[src/rtl/conv_sched_pkg.sv]
// ============================================================================
// conv_sched_pkg - shared types and sizing helpers for the convolution scheduler
// Rev 1.0 - initial release
// ============================================================================
`default_nettype none

package conv_sched_pkg;

   typedef enum logic [2:0] {
      ST_IDLE    = 3'd0,
      ST_LOAD_K  = 3'd1,
      ST_LOAD_I  = 3'd2,
      ST_I_SHIFT = 3'd3,
      ST_COMPUTE = 3'd4
   } state_e;

   // Each pixel spends two beats per ODS word: one load/compute, one drive.
   function automatic int cc_beats(input int ods_words);
      return 2 * ods_words;
   endfunction

   function automatic int idx_width(input int n);
      return (n <= 2) ? 1 : $clog2(n);
   endfunction

endpackage

`default_nettype wire

[src/rtl/beat_counter.sv]
// ============================================================================
// beat_counter - wrap counter with runtime limit, clear priority over increment
// Rev 1.0 - initial release
// ============================================================================
`default_nettype none

module beat_counter #(
   parameter int WIDTH = 4
) (
   input  logic             clk,
   input  logic             rst_n,
   input  logic             inc_i,
   input  logic             clr_i,
   input  logic [WIDTH-1:0] limit_i,
   output logic [WIDTH-1:0] count_o,
   output logic             last_o
);

   logic [WIDTH-1:0] count_q;
   logic [WIDTH-1:0] count_d;

   assign count_o = count_q;
   assign last_o  = (count_q == limit_i);

   always_comb begin
      count_d = count_q;
      if (clr_i)
         count_d = '0;
      else if (inc_i)
         count_d = last_o ? '0 : count_q + WIDTH'(1);
   end

   always_ff @(posedge clk or negedge rst_n) begin
      if (!rst_n)
         count_q <= '0;
      else
         count_q <= count_d;
   end

endmodule

`default_nettype wire

[src/rtl/conv_sched_fsm.sv]
// ============================================================================
// conv_sched_fsm - kernel/row load and per-pixel compute/drain scheduler
// Rev 1.0 - initial release
// ============================================================================
`default_nettype none

module conv_sched_fsm
   import conv_sched_pkg::*;
#(
   parameter int FEATURE_MAP_WIDTH  = 1024,
   parameter int FEATURE_MAP_HEIGHT = 1024,
   parameter int OUTPUT_NB_CHANNELS = 64,
   parameter int CH_OUT_PAR         = 6,
   parameter int K_BEATS            = 12,
   parameter int K_GROUPS           = 6,
   parameter int I_BEATS            = 4,
   parameter int I_ROWS             = 3,
   parameter int ODS_WORDS          = 3
) (
   input  logic                               clk,
   input  logic                               arst_n_in,
   input  logic                               start,
   input  logic                               abort,
   output logic                               running,
   output logic                               done,
   input  logic                               con_valid,
   output logic                               con_ready,
   output logic                               output_valid,
   input  logic                               output_ready,
   output logic [31:0]                        output_x,
   output logic [31:0]                        output_y,
   output logic [31:0]                        output_ch,
   output logic [K_BEATS-1:0]                 ctrl_KDS_LE_select,
   output logic [idx_width(I_BEATS)-1:0]      ctrl_IDSS_LE_select,
   output logic                               ctrl_IDSS_shift,
   output logic [1:0]                         ctrl_ODS_sel_out,
   output logic                               ctrl_ODS_shift,
   output logic                               driving_cons
);

   localparam int CC_BEATS = cc_beats(ODS_WORDS);
   localparam int IW       = idx_width(I_BEATS);
   localparam int BMAX     = (K_BEATS > CC_BEATS) ? K_BEATS : CC_BEATS;
   localparam int BW       = idx_width(BMAX);
   localparam int KW       = idx_width(K_GROUPS);
   localparam int RW       = idx_width(I_ROWS);

   localparam logic [BW-1:0] K_LAST   = BW'(K_BEATS - 1);
   localparam logic [BW-1:0] I_LAST   = BW'(I_BEATS - 1);
   localparam logic [BW-1:0] CC_LAST  = BW'(CC_BEATS - 1);
   localparam logic [BW-1:0] ODS_N    = BW'(ODS_WORDS);
   localparam logic [BW-1:0] ODS_LAST = BW'(ODS_WORDS - 1);
   localparam logic [KW-1:0] KG_LAST  = KW'(K_GROUPS - 1);
   localparam logic [RW-1:0] IR_LAST  = RW'(I_ROWS - 1);
   localparam logic [31:0]   X_LAST   = 32'(FEATURE_MAP_WIDTH - 1);
   localparam logic [31:0]   Y_LAST   = 32'(FEATURE_MAP_HEIGHT - 1);
   localparam logic [31:0]   CH_STEP  = 32'(CH_OUT_PAR);
   localparam logic [31:0]   NB_CH    = 32'(OUTPUT_NB_CHANNELS);

   state_e        state_q, state_d;
   logic [31:0]   x_q, x_d, y_q, y_d, ch_q, ch_d;
   logic          ov_q, ov_d;
   logic [31:0]   ox_q, oy_q, och_q;
   logic          done_q, done_d;

   logic [BW-1:0] beat_q, beat_lim, ods_idx;
   logic          beat_inc, beat_clr, beat_last;
   logic [KW-1:0] kgrp_cnt;
   logic          kgrp_inc, kgrp_last;
   logic [RW-1:0] irow_cnt;
   logic          irow_inc, irow_last;
   logic          cnt_clr, consuming, adv, pix_done;
   logic          last_x, last_y, last_ch;
   logic          unused_cnt;

   assign unused_cnt = ^{kgrp_cnt, irow_cnt};

   beat_counter #(.WIDTH(BW)) u_beat (
      .clk(clk), .rst_n(arst_n_in), .inc_i(beat_inc), .clr_i(beat_clr),
      .limit_i(beat_lim), .count_o(beat_q), .last_o(beat_last)
   );

   beat_counter #(.WIDTH(KW)) u_kgrp (
      .clk(clk), .rst_n(arst_n_in), .inc_i(kgrp_inc), .clr_i(cnt_clr),
      .limit_i(KG_LAST), .count_o(kgrp_cnt), .last_o(kgrp_last)
   );

   beat_counter #(.WIDTH(RW)) u_irow (
      .clk(clk), .rst_n(arst_n_in), .inc_i(irow_inc), .clr_i(cnt_clr),
      .limit_i(IR_LAST), .count_o(irow_cnt), .last_o(irow_last)
   );

   assign last_x  = (x_q == X_LAST);
   assign last_y  = (y_q == Y_LAST);
   assign last_ch = ((ch_q + CH_STEP) >= NB_CH);
   assign ods_idx = (beat_q < ODS_N) ? beat_q : beat_q - ODS_N;

   always_comb begin
      case (state_q)
         ST_LOAD_K: beat_lim = K_LAST;
         ST_LOAD_I: beat_lim = I_LAST;
         default:   beat_lim = CC_LAST;
      endcase
   end

   always_comb begin
      state_d             = state_q;
      x_d                 = x_q;
      y_d                 = y_q;
      ch_d                = ch_q;
      done_d              = 1'b0;
      beat_inc            = 1'b0;
      beat_clr            = 1'b0;
      kgrp_inc            = 1'b0;
      irow_inc            = 1'b0;
      cnt_clr             = 1'b0;
      consuming           = 1'b0;
      adv                 = 1'b0;
      pix_done            = 1'b0;
      con_ready           = 1'b0;
      ctrl_KDS_LE_select  = '0;
      ctrl_IDSS_LE_select = '0;
      ctrl_IDSS_shift     = 1'b0;
      ctrl_ODS_sel_out    = 2'b11;
      ctrl_ODS_shift      = 1'b0;
      driving_cons        = 1'b0;

      case (state_q)
         ST_IDLE: begin
            beat_clr = 1'b1;
            cnt_clr  = 1'b1;
            x_d      = '0;
            y_d      = '0;
            ch_d     = '0;
            if (start)
               state_d = ST_LOAD_K;
         end
         ST_LOAD_K: begin
            con_ready          = 1'b1;
            ctrl_KDS_LE_select = K_BEATS'(1) << beat_q;
            if (con_valid) begin
               beat_inc = 1'b1;
               if (beat_last) begin
                  kgrp_inc = 1'b1;
                  if (kgrp_last)
                     state_d = ST_LOAD_I;
               end
            end
         end
         ST_LOAD_I: begin
            con_ready           = 1'b1;
            ctrl_IDSS_LE_select = beat_q[IW-1:0];
            if (con_valid) begin
               beat_inc = 1'b1;
               if (beat_last)
                  state_d = ST_I_SHIFT;
            end
         end
         ST_I_SHIFT: begin
            ctrl_IDSS_shift = 1'b1;
            irow_inc        = 1'b1;
            state_d         = irow_last ? ST_COMPUTE : ST_LOAD_I;
         end
         ST_COMPUTE: begin
            consuming        = (beat_q <= I_LAST);
            con_ready        = consuming;
            if (consuming)
               ctrl_IDSS_LE_select = beat_q[IW-1:0];
            ctrl_ODS_sel_out = 2'(ods_idx);
            driving_cons     = (beat_q >= ODS_N);
            ctrl_IDSS_shift  = (beat_q == ODS_LAST) || beat_last;
            ctrl_ODS_shift   = beat_last;
            // The final beat may not overwrite a result the sink has not taken.
            adv      = (!consuming || con_valid) && (!beat_last || !ov_q || output_ready);
            beat_inc = adv;
            pix_done = adv && beat_last;
            if (pix_done) begin
               if (!last_x) begin
                  x_d = x_q + 32'd1;
               end else if (!last_y) begin
                  x_d     = '0;
                  y_d     = y_q + 32'd1;
                  state_d = ST_LOAD_I;
               end else if (!last_ch) begin
                  x_d     = '0;
                  y_d     = '0;
                  ch_d    = ch_q + CH_STEP;
                  state_d = ST_LOAD_K;
               end else begin
                  state_d = ST_IDLE;
                  done_d  = 1'b1;
               end
            end
         end
         default: state_d = ST_IDLE;
      endcase

      if (abort) begin
         state_d  = ST_IDLE;
         beat_clr = 1'b1;
         cnt_clr  = 1'b1;
         x_d      = '0;
         y_d      = '0;
         ch_d     = '0;
         done_d   = 1'b0;
         pix_done = 1'b0;
      end

      ov_d = ov_q;
      if (ov_q && output_ready)
         ov_d = 1'b0;
      if (pix_done)
         ov_d = 1'b1;
      if (abort)
         ov_d = 1'b0;
   end

   always_ff @(posedge clk or negedge arst_n_in) begin
      if (!arst_n_in) begin
         state_q <= ST_IDLE;
         x_q     <= '0;
         y_q     <= '0;
         ch_q    <= '0;
         ov_q    <= 1'b0;
         ox_q    <= '0;
         oy_q    <= '0;
         och_q   <= '0;
         done_q  <= 1'b0;
      end else begin
         state_q <= state_d;
         x_q     <= x_d;
         y_q     <= y_d;
         ch_q    <= ch_d;
         ov_q    <= ov_d;
         done_q  <= done_d;
         if (pix_done) begin
            ox_q  <= x_q;
            oy_q  <= y_q;
            och_q <= ch_q;
         end
      end
   end

   assign running      = (state_q != ST_IDLE);
   assign done         = done_q;
   assign output_valid = ov_q;
   assign output_x     = ox_q;
   assign output_y     = oy_q;
   assign output_ch    = och_q;

endmodule

`default_nettype wire

[config.mk]
export PLATFORM = sky130hd
export DESIGN_NAME = conv_sched_fsm
export DESIGN_NICKNAME = d
export VERILOG_FILES = /design/src/rtl/conv_sched_pkg.sv /design/src/rtl/beat_counter.sv /design/src/rtl/conv_sched_fsm.sv
export SDC_FILE = /design/constraint.sdc
export NUM_CORES = 1
export LEC_CHECK = 0
export BUFFER_PORTS_ARGS = -buffer_cell sky130_fd_sc_hd__buf_2
export CORE_UTILIZATION = 58
export DETAILED_ROUTE_END_ITERATION = 12
export GPL_ROUTABILITY_DRIVEN = 0
export GPL_TIMING_DRIVEN = 0
export PLACE_DENSITY = 0.8
export SLEW_MARGIN = 25
export SYNTH_ARGS = -nofsm -noshare
export SYNTH_HDL_FRONTEND = slang
export SYNTH_SLANG_ARGS = --single-unit
[constraint.sdc]
create_clock -name clk -period 4.1 [get_ports clk]
set_input_delay 0.615 -clock clk [delete_from_list [all_inputs] [get_ports clk]]
set_output_delay 0.615 -clock clk [all_outputs]
set_load 0.01 [all_outputs]
## After elaboration in Yosys (flattened, before gate mapping)

Index checks and enable logic that the tools add are counted.

- Add/subtract/negate cells: 7
- Magnitude comparators: 4
- Equality and inequality tests: 22
- Shifts and indexed selects: 1
- Mux-type cells: 68
- Reduce and logical (&&, ||, !) cells: 22

Operators by type and width:

| operator | count |
|---|---|
| $mux W32 | 14 |
| $pmux W32 S2 | 3 |
| $add A32 B1 Y32 const B | 2 |
| $eq A32 B10 Y1 const B | 2 |
| $mux W3 | 13 |
| $add A32 B3 Y32 const B | 1 |
| $ge A32 B7 Y1 const B | 1 |
| $ne A3 B3 Y1 const B | 9 |
| $mux W1 | 21 |
| $pmux W3 S5 | 1 |
| $mux W2 | 7 |
| $mux W12 | 1 |
| $mux W4 | 3 |
| $shl A1 B4 Y12 const A | 1 |
| $reduce_bool A3 Y1 | 3 |
| $pmux W4 S2 | 1 |
| $reduce_and A8 Y1 | 1 |
| $eq A3 B2 Y1 const B | 2 |
| $eq A3 B3 Y1 const B | 2 |
| $pmux W1 S2 | 3 |
| $reduce_bool A2 Y1 | 3 |
| $ne A5 B5 Y1 const B | 1 |
| $reduce_and A5 Y1 | 1 |
| $add A4 B1 Y4 const B | 1 |
| 20 further kinds | 27 |

- Flip-flop bits (word level): 206
- Output and inout bits: 119
- Word-level logic and storage cells: 136

## Longest topological paths before layout

Gate-level depths: netlist of run 1.

- Depth after elaboration: 12
- Depth in mapped cells: 12
- Gate-level depth less buffers: 10

## By module

Synthesis of run 1 repeated with hierarchy kept, for this count alone.

- Cells, all modules: 973
- Area, all modules: 10167.3 um^2

Modules (own cells, without submodules):

| module | instances | cells each | area each (um^2) | seq. area each (um^2) |
|---|---|---|---|---|
| conv_sched_fsm | 1 | 912 | 9540.4 | 4879.7 |
| beat_counter at u_beat | 1 | 27 | 284.0 | 100.1 |
| beat_counter at u_kgrp | 1 | 20 | 216.5 | 75.1 |
| beat_counter at u_irow | 1 | 14 | 126.4 | 50.0 |

## Least setup slack after synthesis of run 1

Ideal clock, no wire load.

- Path type: register to register
- From: reg state_q[2]
- To: reg ch_q[22]
- Arrival: 3.104 ns
- Required time: 3.981 ns
- Setup slack: 0.877 ns
- Cell stages (with the launch flop): 12
- Buffers on the path: 3
- Cell sequence: dfrtp_1 -> clkbuf_1 -> nor3b_1 -> xnor2_1 -> o211a_1 -> clkbuf_1 -> a31oi_1 -> or4_1 -> nor3_2 -> nor2_1 -> clkbuf_1 -> and2_1

- Word-level cells in the longest chain between the ends: 10

RTL lines:

| element | line | RTL |
|---|---|---|
| start, declared | conv_sched_fsm.sv:60 | `state_e state_q, state_d;` |
| start signal, assigned | conv_sched_fsm.sv:230 | `state_q <= state_d;` |
| $eq A3 B2 Y1 or $eq A3 B1 Y1 (tied branches) | conv_sched_fsm.sv:99 | `case (state_q)` |
| $pmux W4 S2 | conv_sched_fsm.sv:99 |  |
| $eq A4 B4 Y1 | beat_counter.sv:23 | `assign last_o = (count_q == limit_i);` |
| $logic_not A1 Y1 | conv_sched_fsm.sv:174 | `adv = (!consuming \|\| con_valid) && (!beat_last \|\| !ov_q \|\| output_ready);` |
| $logic_or A1 B1 Y1 (2 in a row) | conv_sched_fsm.sv:174 |  |
| $logic_and A1 B1 Y1 | conv_sched_fsm.sv:174 |  |
| $logic_and A1 B1 Y1 | conv_sched_fsm.sv:176 | `pix_done = adv && beat_last;` |
| $ne A3 B3 Y1 (no source line) | - |  |
| $reduce_and A5 Y1 (no source line) | - |  |
| end signal, assigned | conv_sched_fsm.sv:233 | `ch_q <= ch_d;` |
| end, declared | conv_sched_fsm.sv:61 | `logic [31:0] x_q, x_d, y_q, y_d, ch_q, ch_d;` |

Parallel ways exist; a longest one is shown, timed or not.
A chain may end at the register's enable or synchronous reset.

## Worst setup path in the final report of run 1

- From: reg ch_q[1]
- To: reg ch_q[25]

- Word-level cells in the longest chain between the ends: 7

RTL lines:

| element | line |
|---|---|
| $add A32 B3 Y32 * | conv_sched_fsm.sv:95, conv_sched_fsm.sv:187 |
| parallel branches: the longest is 6 deep, another holds $ge A32 B7 Y1 | - |

Mark *: on every way between the ends. The select of a mux whose other input is x is not followed.

==> flow_metrics.tcl, run 1 <==
set metrics [dict create \
    worst_clock_skew_ns 0.0152 \
    crit_path_max_fanout 10 \
    route.vias.total 8182 \
    clk_pin_slew_ns 0.06 \
    drc_errors 0 \
    clkSinkCount 204 \
    antenna_found_initial 0 \
    layout.cells.non_filler 1358 \
    die_height_um 134 \
    share_of_power_burned_in_the_clock_network 0.404 \
    leakagePower_nw 5.64 \
    post_synth_mux_area_share 0.117 \
    grt_remaining_overflow 0 \
    routed_via_density 6.03 \
    worstSetupEndpointType "register" \
    avgSynthCellArea_um2 10.3 \
    num-nets-final 1139 \
    setup_viol_count_final 0 \
    first_global_vias 7645 \
    power_density_nw_per_um2 377 \
    setup.worst_path.class "register to register" \
    wire_per_inst_um 17.1 \
    ir_drop_uv 346 \
    ctsRootBufferMaster "sky130_fd_sc_hd__clkbuf_16" \
    antenna_left 0 \
    final_max_slew_viol_count 0 \
    measured_slew_at_the_worst_slew_check_pin_ns 0.841 \
    grt_pass1_wl_um 38900 \
    seq_power_share 0.467 \
    slew-limit-headroom 0.439 \
    synth_top_family_by_area "simple AND/OR/NAND/NOR gates" \
    synthToLayoutAreaGrowth_pct 16.2 \
    highest_count_cells_in_the_layout_ignoring_fill_and_taps "204 x sky130_fd_sc_hd__dfrtp_1, 127 x sky130_fd_sc_hd__buf_2, 99 x sky130_fd_sc_hd__mux2_2" \
    clk-insertion-delay-late_ns 0.50 \
    synth_ff_type "sky130_fd_sc_hd__dfrtp_1" \
    run_status "complete, no violations" \
    postSynthRegisterBits 204 \
    dieArea_um2 17900 \
    die_w_um 134 \
    floorplan.core_area_um2 16800 \
    initial_standard_cell_utilization_of_the_core 0.600 \
    drv.max_cap_violation_count 0 \
    final.hold.worst_slack_ns 0.0150 \
    synth_fa_ha_area_frac 0.0112 \
    reg2regPathDepth 12 \
    place_inst 1319 \
    mostFrequentLayoutCell "sky130_fd_sc_hd__dfrtp_1" \
    post_synth_and_or_nand_nor_area_fraction 0.206 \
    ios 125 \
    net-switching-power_w 0.00121 \
    min-delay-path-class "primary input to asynchronous set/reset pin" \
    n_antenna_cell 0 \
    p_int_w 0.00319 \
    cts-htree-levels 1 \
    synth.yosys.seq_area_share 0.507 \
    post_route_cells_drive_above_1_share 0.250 \
    post-dp-hpwl_um 16400 \
    min_period_over_period 0.939 \
    synthesis.yosys.warnings 0 \
    total_power_w 0.00440 \
    total_detailed_routing_wirelength_um 23200 \
    synthesis.instances 975 \
    worst-endpoint-arrival_ns 4.23 \
    number_of_enable_flip_flop_cells_after_synthesis 0 \
    finalWorstPathRequiredPeriod_ns 3.85 \
    synth_compound_area_frac 0.115 \
    ys_types 64 \
    detail_route.first_pass.iterations 5 \
    mapped_cell_area_um2 10100 \
    power.share.switching 0.275 \
    rsz0062_at_grt "no" \
    critical_path_required_ns 4.48 \
    clk_path_buf_depth 3 \
    synth_xor_area_frac 0.0131 \
    power_frac_comb 0.129 \
    drt_iter0_markers 787 \
    report.final.hold_viol_count 0 \
    groute.usage.overall 0.267 \
    max_clock_freq_mhz 260 \
    synth_async_sr_flop_share 1.00 \
    postSynthNetCount 990 \
    std_cell_rows 47 \
    port_buffers 122 \
    critPathLaunchType "register" \
    cts_inserted_buffers 21 \
    grt_max_degree 95 \
    tritoncts "done" \
    num-fill-cells 1283 \
]
state kept, by name (all words and copies together), names as in the netlist, 2 cells and up:
register	cells
state_q	3
x_q	32
u_irow.count_o	2
ch_q	31
output_x	32
output_ch	31
y_q	32
u_kgrp.count_o	3
u_beat.count_o	4
output_y	32
repair_timing:
item / CTS / global route
pin swaps: 0 / 1
hold buffers: 0 / 0
gates resized for setup: 1 / 4
setup endpoints to repair: 30 / 58
buffers inserted: 0 / 2
metrics by stage:
step / instance area (um^2) / worst slack [ns] / util / setup TNS, ns
finish: 11700 / 0.249 / 0.697 / 0
global route: 11700 / 0.0241 / 0.697 / 0
CTS: 11600 / 0.116 / 0.695 / 0
detailed placement: 11000 / -0.0831 / 0.657 / -0.970
global placement: 10900 / -0.916 / 0.653 / -184.22
floorplan: 10100 / 0.877 / - / 0
routing by layer:
metal / GRT usage / part of all wire
met5: 0 / 0
met4: 0.0669 / 0.020
met3: 0.0308 / 0.050
met2: 0.424 / 0.47
met1: 0.392 / 0.46
cell families (layout without fill, tap and decap cells):
group,after synthesis,in the layout
and+or+nand+nor,385,385
DFF,204,204
AOI/OAI and AO/OA,180,180
muxes,105,105
buffers and inverters,76,239
xor gates and xnor gates,15,15
adders and majority gates,9,9
other,1,1
path summary, 6_finish.rpt:
kind / startpoint / to / slack [ns]
min in group clk: output_ready / output_valid$_DFFE_PN0P_ / 0.47
setup / recovery: ch_q[1]$_DFFE_PN0P_ / ch_q[25]$_DFFE_PN0P_ / 0.25
max in group asynchronous: arst_n_in / output_ch[22]$_DFFE_PN0P_ / 3.32
hold reg to reg: output_ch[12]$_DFFE_PN0P_ / output_ch[12]$_DFFE_PN0P_ / 0.50
setup reg to reg: ch_q[1]$_DFFE_PN0P_ / ch_q[25]$_DFFE_PN0P_ / 0.25
hold / removal: arst_n_in / u_beat.count_o[1]$_DFFE_PN0P_ / 0.02
critical path, stage by stage (launching register included):
cell and delay (ns):
sky130_fd_sc_hd__dfrtp_1 0.46, sky130_fd_sc_hd__inv_1 0.11, sky130_fd_sc_hd__ha_1 0.26, sky130_fd_sc_hd__nand3b_1 0.22
sky130_fd_sc_hd__or4_1 0.51, sky130_fd_sc_hd__nor4_1 0.30, sky130_fd_sc_hd__o211ai_1 0.13, sky130_fd_sc_hd__or4_1 0.46
sky130_fd_sc_hd__buf_2 0.19, sky130_fd_sc_hd__nor3_2 0.36, sky130_fd_sc_hd__nor2_1 0.25, sky130_fd_sc_hd__clkbuf_1 0.27
sky130_fd_sc_hd__and2_1 0.22
synth_stat cells (9+ instances only):
| cell type | number | area share |
|---|---|---|
| sky130_fd_sc_hd__dfrtp_1 | 204 | 0.51 |
| sky130_fd_sc_hd__mux2_2 | 99 | 0.11 |
| sky130_fd_sc_hd__nand2_1 | 76 | 0.028 |
| sky130_fd_sc_hd__nor2_1 | 60 | 0.022 |
| sky130_fd_sc_hd__a21oi_1 | 51 | 0.025 |
| sky130_fd_sc_hd__clkbuf_1 | 43 | 0.016 |
| sky130_fd_sc_hd__o21ai_0 | 43 | 0.021 |
| sky130_fd_sc_hd__nand3_1 | 41 | 0.020 |
| sky130_fd_sc_hd__and2_1 | 36 | 0.022 |
| sky130_fd_sc_hd__nor3_1 | 28 | 0.014 |
| sky130_fd_sc_hd__nor4_1 | 26 | 0.016 |
| sky130_fd_sc_hd__and3_1 | 24 | 0.015 |
| sky130_fd_sc_hd__inv_1 | 22 | 0.0082 |
| sky130_fd_sc_hd__or3_1 | 21 | 0.013 |
| sky130_fd_sc_hd__nand4_1 | 18 | 0.011 |
| sky130_fd_sc_hd__o2bb2ai_1 | 14 | 0.012 |
| sky130_fd_sc_hd__a31oi_1 | 12 | 0.0075 |
| sky130_fd_sc_hd__or4_1 | 12 | 0.0090 |
| sky130_fd_sc_hd__ha_1 | 9 | 0.011 |
power by group through the flow:
stage / Combinational (W) / Sequential, W / Clock, W
2_1_floorplan: 0.000335 / 0.00209 / 0
3_3_place_gp: 0.000518 / 0.00209 / 0
3_5_place_dp: 0.000535 / 0.00209 / 0
4_1_cts: 0.000541 / 0.00205 / 0.00180
5_1_grt: 0.000628 / 0.00206 / 0.00188
6_report: 0.000568 / 0.00206 / 0.00178
layout make-up:
class / instances / area (um^2) / area share
sequential: 204 / 5100 / 0.437
multi-input combinational: 695 / 4680 / 0.401
timing repair buffer: 126 / 691 / 0.0591
clock buffer: 30 / 589 / 0.0504
tap: 220 / 275 / 0.0235
buffer: 54 / 221 / 0.0189
inverter: 22 / 82.6 / 0.00706
clock inverter: 7 / 42.5 / 0.00364
(Power assumes the default switching activity.)
==> run 2, diff against run 1 <==
--- a/config.mk
+++ b/config.mk
@@ -10,7 +10,7 @@
 export DETAILED_ROUTE_END_ITERATION = 12
 export GPL_ROUTABILITY_DRIVEN = 0
 export GPL_TIMING_DRIVEN = 0
-export PLACE_DENSITY = 0.8
+export PLACE_DENSITY = 0.89
 export SLEW_MARGIN = 25
 export SYNTH_ARGS = -nofsm -noshare
 export SYNTH_HDL_FRONTEND = slang
==> flow_metrics.tcl, run 2 (synthesis gave the netlist of run 1 again) <==
set metrics [dict create \
    crit_family "simple AND/OR/NAND/NOR gates" \
    num-nets-final 1137 \
    wire_per_inst_um 18.2 \
    crit_chain "clkbuf_1, and3_1, nor4b_1, a21oi_1, or4_1, nor3_2, nor2_1, clkbuf_1, and2_1" \
    drt_iter0_markers 783 \
    cts_inserted_buffers 21 \
    cts-htree-levels 1 \
    run_status "complete, no violations" \
    highest_count_cells_in_the_layout_ignoring_fill_and_taps "204 x sky130_fd_sc_hd__dfrtp_1, 127 x sky130_fd_sc_hd__buf_2, 99 x sky130_fd_sc_hd__mux2_2" \
    port_buffers 122 \
    critical_path_required_ns 4.49 \
    min_period_over_period 0.961 \
    clk_path_buf_depth 3 \
    antenna_found_initial 0 \
    post-route-cell-area_um2 11700 \
    grt_max_degree 90 \
    detail_route.first_pass.iterations 5 \
    setup.worst_path.class "register to register" \
    groute.usage.overall 0.278 \
    buffers_plus_inverters_on_the_worst_setup_path 2 \
    n_antenna_cell 0 \
    critPathLaunchType "register" \
    grt_remaining_overflow 0 \
    cts.hold.buffers_added 0 \
    final_max_slew_viol_count 0 \
    first_global_vias 8021 \
    crit_path_max_fanout 10 \
    antenna_left 0 \
    leakagePower_nw 5.64 \
    routed_via_density 6.16 \
    clkSinkCount 204 \
    grt_pass1_wl_um 40600 \
    tritoncts "done" \
    std_cell_rows 47 \
    worst_clock_skew_ns 0.00752 \
    clk_pin_slew_ns 0.06 \
    setup_viol_count_final 0 \
    route.vias.total 8355 \
    rsz0062_at_grt "no" \
    drv.max_cap_violation_count 0 \
    die_w_um 134 \
    initial_standard_cell_utilization_of_the_core 0.600 \
    measured_slew_at_the_worst_slew_check_pin_ns 1.01 \
    synthToLayoutAreaGrowth_pct 16.2 \
    drc_errors 0 \
    timing.critical_path.mode_cell "sky130_fd_sc_hd__clkbuf_1" \
    die_height_um 134 \
    power_density_nw_per_um2 381 \
    worst-endpoint-arrival_ns 4.33 \
    post_route_cells_drive_above_1_share 0.245 \
    placed_cell_area_um2 11000 \
    ir_drop_uv 359 \
    final_util 0.698 \
    ctsRootBufferMaster "sky130_fd_sc_hd__clkbuf_16" \
    slew-limit-headroom 0.327 \
    min-delay-path-class "primary input to asynchronous set/reset pin" \
    post-dp-hpwl_um 17300 \
    ios 125 \
    report.final.hold_viol_count 0 \
    floorplan.core_area_um2 16800 \
    clk-insertion-delay-late_ns 0.50 \
    dieArea_um2 17900 \
    total_detailed_routing_wirelength_um 24600 \
    slowest_stage "sky130_fd_sc_hd__nor4b_1" \
    max_clock_freq_mhz 254 \
    mostFrequentLayoutCell "sky130_fd_sc_hd__dfrtp_1" \
    critical-path-max-stage-delay_ns 0.78 \
    finalWorstPathRequiredPeriod_ns 3.94 \
    worstSetupEndpointType "register" \
]
==> run 2: where the power goes <==
group,switching [W],internal (W)
sequential,0.0000254,0.00203
clock,0.000767,0.00107
combinational,0.000407,0.000150
total,0.00120,0.00325
==> run 2: layout make-up <==
| type | instances | area [um^2] |
|---|---|---|
| tap | 220 | 275 |
| sequential | 204 | 5100 |
| inverter | 22 | 82.6 |
| timing repair buffer | 124 | 676 |
| clock buffer | 33 | 601 |
| multi-input combinational | 695 | 4680 |
| fill | 1250 | 5070 |
| clock inverter | 5 | 56.3 |
| buffer | 54 | 221 |
==> run 2: final timing paths <==
path	from	endpoint	depth (start not counted)	slack [ns]
max in group asynchronous	arst_n_in	y_q[25]$_DFFE_PN0P_	3	3.00
max	x_q[7]$_DFFE_PN0P_	ch_q[24]$_DFFE_PN0P_	9	0.16
min reg2reg	output_x[11]$_DFFE_PN0P_	output_x[11]$_DFFE_PN0P_	1	0.50
min in group clk	output_ready	output_valid$_DFFE_PN0P_	3	0.47
min	arst_n_in	u_beat.count_o[2]$_DFFE_PN0P_	1	0.03
max reg2reg	x_q[7]$_DFFE_PN0P_	ch_q[24]$_DFFE_PN0P_	9	0.16
==> run 2: per-stage QoR <==
stage                     instances  hold WS, ns  setup TNS [ns]  total power, W  setup WS [ns]
after floorplan                 975        0.319               0         0.00242          0.877
after global placement         1317        0.484         -171.25         0.00261         -0.856
after detailed placement       1319        0.490               0         0.00263         0.0591
after CTS                      1357       0.0319               0         0.00447         0.0321
after global routing           1357       0.0598               0         0.00461        0.00588
final                          1357       0.0301               0         0.00445          0.161
==> run 2: layer usage <==
layer,GRT usage,vias up,routed length (um)
met5,0,-,0
met4,0.0915,0,537
met3,0.0369,45,1640
met2,0.458,365,12100
met1,0.381,4081,10400
li1,-,3864,-
==> run 2: timing repair <==
action | 4_1_cts | 5_1_grt
buffers inserted | 0 | 0
resized for setup | 0 | 4
setup endpoints to repair | 0 | 127
